===== src/rtl/coef_rom_reader.sv =====
// Burst sequencer: reads count coefficient words from a 1-cycle-latency ROM
// starting at base (wrapping modulo DEPTH) and streams them on valid/ready.
module coef_rom_reader #(
  parameter int ADDR_W = 8,
  parameter int DATA_W = 16,
  parameter int DEPTH  = 20,
  parameter int CNT_W  = 8
) (
  input  logic              clk,
  input  logic              reset,
  input  logic              start,
  input  logic [ADDR_W-1:0] base,
  input  logic [CNT_W-1:0]  count,
  output logic              busy,
  output logic              done,
  output logic [ADDR_W-1:0] rom_a,
  output logic              rom_cen,
  input  logic [DATA_W-1:0] rom_q,
  output logic              m_valid,
  input  logic              m_ready,
  output logic [DATA_W-1:0] m_data,
  output logic              m_last
);

  typedef enum logic [1:0] {IDLE, RUN, FIN} state_t;

  state_t            state;
  logic [CNT_W-1:0]  count_r;
  logic [CNT_W-1:0]  issued;
  logic [CNT_W-1:0]  out_idx;
  logic              pend;
  logic [DATA_W-1:0] mem [2];
  logic              wr_ptr;
  logic              rd_ptr;
  logic [1:0]        fifo_cnt;
  logic              pop;
  logic              issue;
  logic [2:0]        occ;

  // A read may issue only if the FIFO still has room once the word already
  // in flight lands, counting a slot freed by this cycle's pop.
  always_comb begin
    pop   = m_valid & m_ready;
    occ   = 3'(fifo_cnt) + 3'(pend) - 3'(pop);
    issue = (state == RUN) && (issued < count_r) && (occ < 3'd2);
  end

  assign rom_cen = issue;
  assign m_valid = (fifo_cnt != 2'd0);
  assign m_data  = mem[rd_ptr];
  assign m_last  = m_valid && (out_idx == count_r - CNT_W'(1));

  always_ff @(posedge clk) begin
    if (reset) begin
      state    <= IDLE;
      busy     <= 1'b0;
      done     <= 1'b0;
      rom_a    <= '0;
      count_r  <= '0;
      issued   <= '0;
      out_idx  <= '0;
      pend     <= 1'b0;
      wr_ptr   <= 1'b0;
      rd_ptr   <= 1'b0;
      fifo_cnt <= '0;
      // NOTE: the two skid entries are reset because m_data must read 0
      // after reset; a large RAM would normally be left unreset.
      mem[0]   <= '0;
      mem[1]   <= '0;
    end else begin
      pend <= issue;
      if (issue) begin
        rom_a  <= (rom_a == ADDR_W'(DEPTH - 1)) ? '0 : rom_a + ADDR_W'(1);
        issued <= issued + CNT_W'(1);
      end
      // rom_q is only meaningful the cycle after an issued read.
      if (pend) begin
        mem[wr_ptr] <= rom_q;
        wr_ptr      <= ~wr_ptr;
      end
      if (pop) begin
        rd_ptr  <= ~rd_ptr;
        out_idx <= out_idx + CNT_W'(1);
      end
      fifo_cnt <= fifo_cnt + 2'(pend) - 2'(pop);

      case (state)
        IDLE: begin
          if (start) begin
            count_r <= count;
            rom_a   <= base;
            issued  <= '0;
            out_idx <= '0;
            busy    <= 1'b1;
            if (count == '0) begin
              state <= FIN;
              done  <= 1'b1;
            end else begin
              state <= RUN;
            end
          end
        end
        RUN: begin
          if (pop && m_last) begin
            state <= FIN;
            done  <= 1'b1;
          end
        end
        FIN: begin
          state <= IDLE;
          busy  <= 1'b0;
          done  <= 1'b0;
        end
        default: state <= IDLE;
      endcase
    end
  end

endmodule


===== config.mk =====
export PLATFORM = sky130hd
export DESIGN_NAME = coef_rom_reader
export DESIGN_NICKNAME = d
export VERILOG_FILES = /design/src/rtl/coef_rom_reader.sv
export SDC_FILE = /design/constraint.sdc
export NUM_CORES = 1
export LEC_CHECK = 0
export ABC_AREA = 1
export CAP_MARGIN = 10
export CORE_ASPECT_RATIO = 1.25
export CORE_MARGIN = 2
export CORE_UTILIZATION = 25
export CTS_BUF_LIST = sky130_fd_sc_hd__clkbuf_4 sky130_fd_sc_hd__clkbuf_8
export CTS_CLUSTER_DIAMETER = 100
export CTS_CLUSTER_SIZE = 10
export DETAILED_ROUTE_END_ITERATION = 7
export PLACE_DENSITY = 0.48
export SETUP_SLACK_MARGIN = 0.1
export SYNTH_ARGS = -nofsm -noshare
export SYNTH_HDL_FRONTEND = slang
export SYNTH_SLANG_ARGS = --single-unit

===== constraint.sdc =====
create_clock -name clk -period 5.25 [get_ports clk]
set_input_delay 0.7875 -clock clk [delete_from_list [all_inputs] [get_ports clk]]
set_output_delay 0.7875 -clock clk [all_outputs]
set_load 0.005 [all_outputs]

# [Word-level counts from Yosys, hierarchy flattened]
# Memories as Yosys holds them, arrays and structs flattened. A register that Yosys moved wholly into a read port is not among the register bits.
# Cells that the tools add are included.
[totals] latchBits=0 out_inout_bits=29 memories=1 word_cells=76 romBits=0 register_bits=41 ramBits=32
[classes] div_mod_pow=0 bitwise=3 muxes=30 order_cmp=2 addsub=8 shifts=0 reduce_logical=14 eq_ne=7 n_mul=0
[memory_table] name="mem" depth=2 word_bits=16 read_ports=1 rd_ports_with_merged_regs=1 wr=2 line="32" source="logic [DATA_W-1:0] mem [2];"
[op_table] op="$mux W8" count=10
[op_table] op="$add A8 B1 Y8 const B" count=3
[op_table] op="$mux W16" count=1
[op_table] op="$reduce_or A16 Y1" count=1
[op_table] op="$mux W1" count=13
[op_table] op="$eq A8 B5 Y1 const B" count=1
[op_table] op="$eq A8 B8 Y1" count=1
[op_table] op="$logic_not A8 Y1" count=1
[op_table] op="$lt A8 B8 Y1" count=1
[op_table] op="$sub A8 B1 Y8 const B" count=1
[op_table] op="$mux W2" count=3
[op_table] op="$reduce_and A2 Y1" count=3
[op_table] op="$logic_and A1 B1 Y1" count=4
[op_table] op="$ne A2 B2 Y1 const B" count=2
[op_table] op="$pmux W2 S2" count=1
[op_table] op="$reduce_and A4 Y1" count=1
[op_table] op="$reduce_bool A2 Y1" count=2
[op_table] op="$add A2 B1 Y3" count=1
[op_table] op="$lt A3 B2 Y1 const B" count=1
[op_table] op="$pmux W1 S3" count=1
[op_table] op="$reduce_bool A3 Y1" count=1
[op_table] op="$sub A3 B1 Y3" count=1
[op_table] op="$add A2 B1 Y2" count=1
[op_table] op="$eq A2 B1 Y1 const B" count=1
[op_table] op="other kinds (7)" count=8

# [Logic depth before layout (Yosys ltp)]
# Gate-level depths: netlist (run 1).
[logic_depth] depth_word=8 ltp_mapped=16 depth_no_buf=15

# [Worst setup path before layout (run 1)]
# No wires, ideal clock.
[synth_path] path_kind="input -> output" startpoint="in m_ready" endpoint="out rom_cen" path_stages=9 t_required_ps=4463 t_arrival_ps=2472 setup_slack_ps=1990 path_cell_list="inv_1 nor2_8 ha_1 inv_1 ha_1 fa_1 nor3_2 nand4_4 inv_2"
[synth_between] elab_chain_cells=4
[synth_rtl] element="start: declaration" line="20" source="input logic m_ready,"
[synth_rtl] element="$and A1 B1 Y1" line="43" source="pop = m_valid & m_ready;"
[synth_rtl] element="net pop" line="36" source="logic pop;"
[synth_rtl] element="$sub A3 B1 Y3" line="44" source="occ = 3'(fifo_cnt) + 3'(pend) - 3'(pop);"
[synth_rtl] element="net occ[1]" line="38" source="logic [2:0] occ;"
[synth_rtl] element="$lt A3 B2 Y1" line="45" source="issue = (state == RUN) && (issued < count_r) && (occ < 3'd2);"
[synth_rtl] element="$logic_and A1 B1 Y1" line="45"
[synth_rtl] element="end: declaration" line="17" source="output logic rom_cen,"
# The timed path passes the listed nets, and every way through them passes these cells.

# [Final worst setup path (run 1)]
# Same ends and word-level chain as after synthesis.

==> results.yml, run 1 <==
clocking:
  ctsResizeCount: 0
  clockRootBuffer: "clkbuf_8"
  cts_setup_buffers: 0
  clk_latency_ns: 0.35
  cts_buffers: 9
  cts_tree: "done"
  ctsHoldBuffers: 0
  path_clk_slew_ns: 0.07
  cts.sinks: 74
  htreeDepth: 3
  clock_path_buffers: 2
floorplan:
  die_area_um2: 16500
  dieHeight_um: 143
  core_um2: 15100
  ios: 65
  chipWidth_um: 115
  rows: 50
  start_util_pct: 25.7
worst_setup_path:
  crit_fanout: 10
  cp_slowest_cell: "clkdlybuf4s50_1"
  crit_family: "buffers and inverters"
  critPathRequiredTime_ns: 4.46
  worst-path-buf-inv: 5
  arrival_ns: 3.56
  slowest_delay_ns: 0.53
  critPathKind: "in2out"
  cp-start-kind: "input port"
  cp_cell_sequence: "clkdlybuf4s50_1 -> inv_1 -> nor2_8 -> ha_1 -> inv_1 -> ha_1 -> fa_1 -> nor3_2 -> nand4_4 -> inv_2 -> clkdlybuf4s50_1"
  worstSetupEndpointType: "output port"
layout:
  drive_gt1_share_pct: 12.0
  stdcell_count: 748
  multiInputGateArea_um2: 1710
  ff_latch_area_um2: 1800
  nNetsFinal: 585
  syn2layout_area_growth_pct: 27.8
  fillers: 1573
  layout_commonest_cell: "nand2_1"
  final_cell_mix: "nand2_1 (82), inv_1 (78), nor2_1 (67)"
  diodes: 0
synth:
  ys_warn_count: 0
  muxShareOfSynthArea_pct: 4.65
  ys_async_sr_fraction_pct: 0
  ys_types: 42
  avgSynthCellArea_um2: 8.33
  synth_cells: 465
  synth_nets: 515
  synth_edf_count: 32
  synthSimpleGateAreaFrac_pct: 25.0
  synth_compound_area_share_pct: 7.27
  synth_xor_area_share_pct: 2.39
  yosys.area_share.adder_pct: 4.71
  ys_seq_elements: 74
  yosysSeqAreaShare_pct: 46.5
  syn_area_um2: 3870
  synth_top_family_by_area: "simple AND/OR/NAND/NOR gates"
  synth_ff_type: "dfxtp_1"
global_routing:
  antenna_found_initial: 0
  grt_pass1_vias: 2967
  grt_max_degree: 23
  grt_overflow: 0
  grt_pass1_wl_um: 14100
  grt.total_usage_pct: 11.0
detailed_routing:
  drt_iter0_markers: 148
  route.detailed.drc: 0
  drtPass1Iterations: 6
  postRouteAntennaNets: 0
  viasPerCell: 4.22
  routed_wl_um: 9110
  dr_total_vias: 3153
  wl_per_cell_um: 12.2
timing:
  period_needed_ns: 4.35
  worst_pin_slew_ns: 0.786
  hold_viol: 0
  period_share_pct: 82.8
  skew_ns: 0.00737
  drv_slew: 0
  finalSetupTns_ns: 0
  setup_viol: 0
  maxSlewHeadroom_pct: 47.5
  rsz0062_at_grt: "no"
  fmax_mhz: 230
  worst_hold_slack_ns: 0.457
placed_design:
  placedCellCount: 732
  globalplace.congestion: 0.768
  numPortBuffers: 64
  place_hpwl_um: 6800
hold_path:
  hold_class: "reg2reg"
power_and_ir_drop:
  p_seq_share_pct: 42.4
  p_int_mw: 1.15
  swShare_pct: 32.0
  p_switching_mw: 0.543
  pwr-share-clk_pct: 26.4
  p_leak_nw: 2.07
  p_comb_share_pct: 31.2
  ir_drop_mv: 0.100
  p_per_area_nw_per_um2: 342
run:
  max_cap_viol_count: 0
outcome:
  status: "complete, no violations"
layer usage:
metal  up-vias  wire (µm)  share of wire [%]  GRT usage, %
met4         0        177                1.9          5.39
met5         -          0                  0             0
li1       1630          -                  -             -
met3        12        460                5.0          1.95
met1      1433       3990                 44          12.5
met2        78       4480                 49          19.5
power by group through the flow:
stage | combinational [mW] | sequential, mW | clock (mW)
6_report | 0.529 | 0.718 | 0.447
4_1_cts | 0.539 | 0.720 | 0.469
3_5_place_dp | 0.536 | 0.732 | 0
2_1_floorplan | 0.351 | 0.708 | 0
3_3_place_gp | 0.528 | 0.731 | 0
5_1_grt | 0.596 | 0.728 | 0.488
path summary, 6_finish.rpt:
kind | slack (ns) | endpoint | from | cells past startpoint
worst max-delay path | 0.90 | rom_cen | m_ready | 11
worst min-delay path | 0.46 | rd_ptr$_SDFFE_PP0P_ | rd_ptr$_SDFFE_PP0P_ | 1
worst max register to register | 2.47 | issued[7]$_SDFF_PP0_ | fifo_cnt[1]$_SDFF_PP0_ | 11
worst min register to register | 0.46 | rd_ptr$_SDFFE_PP0P_ | rd_ptr$_SDFFE_PP0P_ | 1
cells by family (layout without fill, tap and decap cells):
family          Yosys count  in the layout
simple gates            208            208
compound gates           50             50
xor+xnor                  9              9
fa+ha+maj                14             14
buf+inv                  94            169
mux                      16             16
flops                    74             74
cell usage after synthesis, types with 2 or more instances:
cell type  instances  area share [%]
nand2_1           82             7.9
inv_1             78             7.6
nor2_1            67             6.5
dfxtp_1           42              22
edfxtp_1          32              25
nand3_1           20             2.6
a21oi_1           19             2.5
mux2_2            16             4.6
ha_1              13             4.2
o21ai_0           10             1.3
nand4_1            9             1.5
nor2_2             8             1.3
o22ai_1            8             1.3
inv_2              7            0.68
o21ai_1            7            0.90
buf_2              6            0.77
nor3_2             6             1.5
xnor2_1            4            0.90
xor2_1             4            0.90
nand3b_1           3            0.58
nand2_2            2            0.32
o21bai_1           2            0.39
area by class of cell:
| class | count | area share [%] |
|---|---|---|
| multi-input cells | 297 | 34.4 |
| flip-flops and latches | 74 | 36.4 |
| well taps | 208 | 5.26 |
| repair buffers | 67 | 13.4 |
| clock buffers | 11 | 2.93 |
| clock inverters | 5 | 1.09 |
| inverters | 86 | 6.52 |
sequential cells by signal (all words and copies together) (netlist names), named ones only:
| name | flops |
|---|---|
| mem | 32 |
| count_r | 8 |
| issued | 8 |
| out_idx | 8 |
| rom_a | 8 |
| fifo_cnt | 2 |
| state | 2 |
| busy | 1 |
| done | 1 |
| pend | 1 |
| rd_ptr | 1 |
| wr_ptr | 1 |
stage by stage:
stage / total power [mW] / util [%] / instance area (µm²) / setup WS (ns)
global placement: 1.26 / 31.5 / 4750 / 0.909
global route: 1.81 / 32.8 / 4950 / 0.725
floorplan: 1.06 / - / 3870 / 1.99
detailed placement: 1.27 / 31.5 / 4750 / 0.869
finish: 1.69 / 32.8 / 4950 / 0.904
CTS: 1.73 / 32.8 / 4950 / 0.869
worst reg2reg max path, stage by stage, from the launching register on:
cell and delay [ns]:
dfxtp_1 0.35, nor2_2 0.30, nor2_8 0.08, ha_1 0.28
inv_1 0.04, ha_1 0.18, fa_1 0.52, nor3_2 0.27
nand4_4 0.13, buf_4 0.23, or2_1 0.23, a21oi_1 0.11
Power figures use the tool's default switching activity.
==> run 2: changes to the inputs <==
- clock period: 5.25 -> 4.1 ns (I/O delays scaled with it)
==> run 2 against run 1 <==
Net effect: non-clock buffer count up 4; clock-buffer cell count grew 1; worst hold slack improved by 0.0016 ns; sequential share of layout area shrank 0.33 points; worst setup slack worse by 0.60 ns; first-iteration DRC count fell by 10%; sequential cell count is the same; final cell count rose by 0.53%; sequential power grew 28%; critical endpoint unchanged.
==> results.yml, run 2 (synthesized netlist as in run 1, its figures left out) <==
outcome:
  status: "complete, no violations"
layout:
  final_util_pct: 33.1
  largest_register_ff_count: 32
  final_cell_mix: "nand2_1 (82), inv_1 (78), nor2_1 (67)"
  diodes: 0
  layout_commonest_cell: "nand2_1"
  drive_gt1_share_pct: 12.5
  syn2layout_area_growth_pct: 29.0
  top_register: "mem"
  nNetsFinal: 589
timing:
  setup_viol: 0
  period_needed_ns: 3.79
  maxSlewHeadroom_pct: 48.5
  finalSetupTns_ns: 0
  period_share_pct: 92.5
  worst_hold_slack_ns: 0.459
  drv_slew: 0
  fmax_mhz: 264
  rsz0062_at_grt: "no"
  skew_ns: 0.00590
  hold_viol: 0
  worst_pin_slew_ns: 0.771
worst_setup_path:
  critPathRequiredTime_ns: 3.48
  cp-start-kind: "input port"
  worst-path-buf-inv: 5
  worstSetupEndpointType: "output port"
  cp_cell_sequence: "clkdlybuf4s50_1 -> inv_1 -> nor2_8 -> ha_1 -> inv_1 -> ha_1 -> fa_1 -> nor3_2 -> nand4_4 -> inv_2 -> clkdlybuf4s50_1"
  crit_fanout: 3
  arrival_ns: 3.18
  critPathKind: "in2out"
  cp_slowest_cell: "fa_1"
  crit_family: "buffers and inverters"
  slowest_delay_ns: 0.50
power_and_ir_drop:
  p_switching_mw: 0.690
  pwr-share-clk_pct: 28.0
  p_int_mw: 1.54
  p_leak_nw: 2.10
  swShare_pct: 30.9
  p_seq_share_pct: 41.1
  p_comb_share_pct: 30.9
  p_per_area_nw_per_um2: 447
  ir_drop_mv: 0.126
clocking:
  path_clk_slew_ns: 0.07
  ctsHoldBuffers: 0
  ctsResizeCount: 0
  cts_setup_buffers: 0
  htreeDepth: 3
  cts_tree: "done"
  clk_latency_ns: 0.35
  clockRootBuffer: "clkbuf_8"
  cts.sinks: 74
  clock_path_buffers: 2
  cts_buffers: 9
detailed_routing:
  route.detailed.drc: 0
  viasPerCell: 4.16
  drt_iter0_markers: 133
  postRouteAntennaNets: 0
  dr_total_vias: 3127
  wl_per_cell_um: 12.0
  drtPass1Iterations: 4
  routed_wl_um: 9000
global_routing:
  grt_pass1_vias: 3010
  grt_pass1_wl_um: 14400
  antenna_found_initial: 0
  grt.total_usage_pct: 11.4
  grt_overflow: 0
  grt_max_degree: 23
floorplan:
  start_util_pct: 25.7
  ios: 65
  rows: 50
  chipWidth_um: 115
  die_area_um2: 16500
  dieHeight_um: 143
  core_um2: 15100
placed_design:
  globalplace.congestion: 0.817
  numPortBuffers: 64
  place_hpwl_um: 6700
hold_path:
  hold_class: "reg2reg"
run:
  max_cap_viol_count: 0
[run 2: cell count changes in the layout (fill, tap and decap cells not counted)]
cell	change
buf_4	+4
bufinv_16	+1
clkbuf_4	+2
clkbuf_8	-1
clkinv_1	+1
clkinv_2	-1
clkinvlp_4	-2
[run 2: cell type report]
type                       count  area, µm²
inverter                      86        323
multi-input combinational    297       1710
clock inverter                 4       67.6
timing repair buffer          71        693
sequential                    74       1800
clock buffer                  12        146
fill                        1593      10100
tap                          208        260
[run 2: power by group through the flow]
stage / logic (mW) / clock network [mW] / registers (mW)
finish: 0.689 / 0.627 / 0.918
global route: 0.776 / 0.680 / 0.932
CTS: 0.704 / 0.651 / 0.921
detailed placement: 0.700 / 0 / 0.938
global placement: 0.693 / 0 / 0.934
floorplan: 0.449 / 0 / 0.906
[run 2: worst paths after layout]
path,from,endpoint,slack (ns),cells past startpoint
worst max-delay path,m_ready,rom_cen,0.31,11
worst min-delay path,rd_ptr$_SDFFE_PP0P_,flop,0.46,1
worst min register to register,rd_ptr$_SDFFE_PP0P_,flop,0.46,1
worst max register to register,fifo_cnt[1]$_SDFF_PP0_,rom_a[7]$_SDFF_PP0_,1.35,14
[run 2: metal layers]
metal	global-route usage, %	vias to the layer above	routed length, µm
met4	5.96	0	225
li1	-	1640	-
met2	20.1	57	4410
met1	13.0	1417	4050
met3	1.78	13	305
met5	0	-	0
[run 2: metrics by stage]
stage               power, mW  setup slack, ns  instances  cell area (µm²)
global placement         1.63            0.274        736             4780
floorplan                1.36             1.19        465             3870
global route             2.39            0.175        752             5000
CTS                      2.28            0.272        752             5000
finish                   2.23            0.308        752             5000
detailed placement       1.64            0.283        736             4780
[run 2: worst reg2reg max path: stages, from the launching register on]
cell	delay, ns
dfxtp_1	0.34
nor2_2	0.33
nor2_8	0.05
ha_1	0.28
inv_1	0.04
ha_1	0.18
fa_1	0.50
nor3_2	0.26
nand4_4	0.13
buf_4	0.23
nor2_1	0.11
nor2_1	0.04
nor2_1	0.09
nand2_1	0.06
nand2_1	0.05
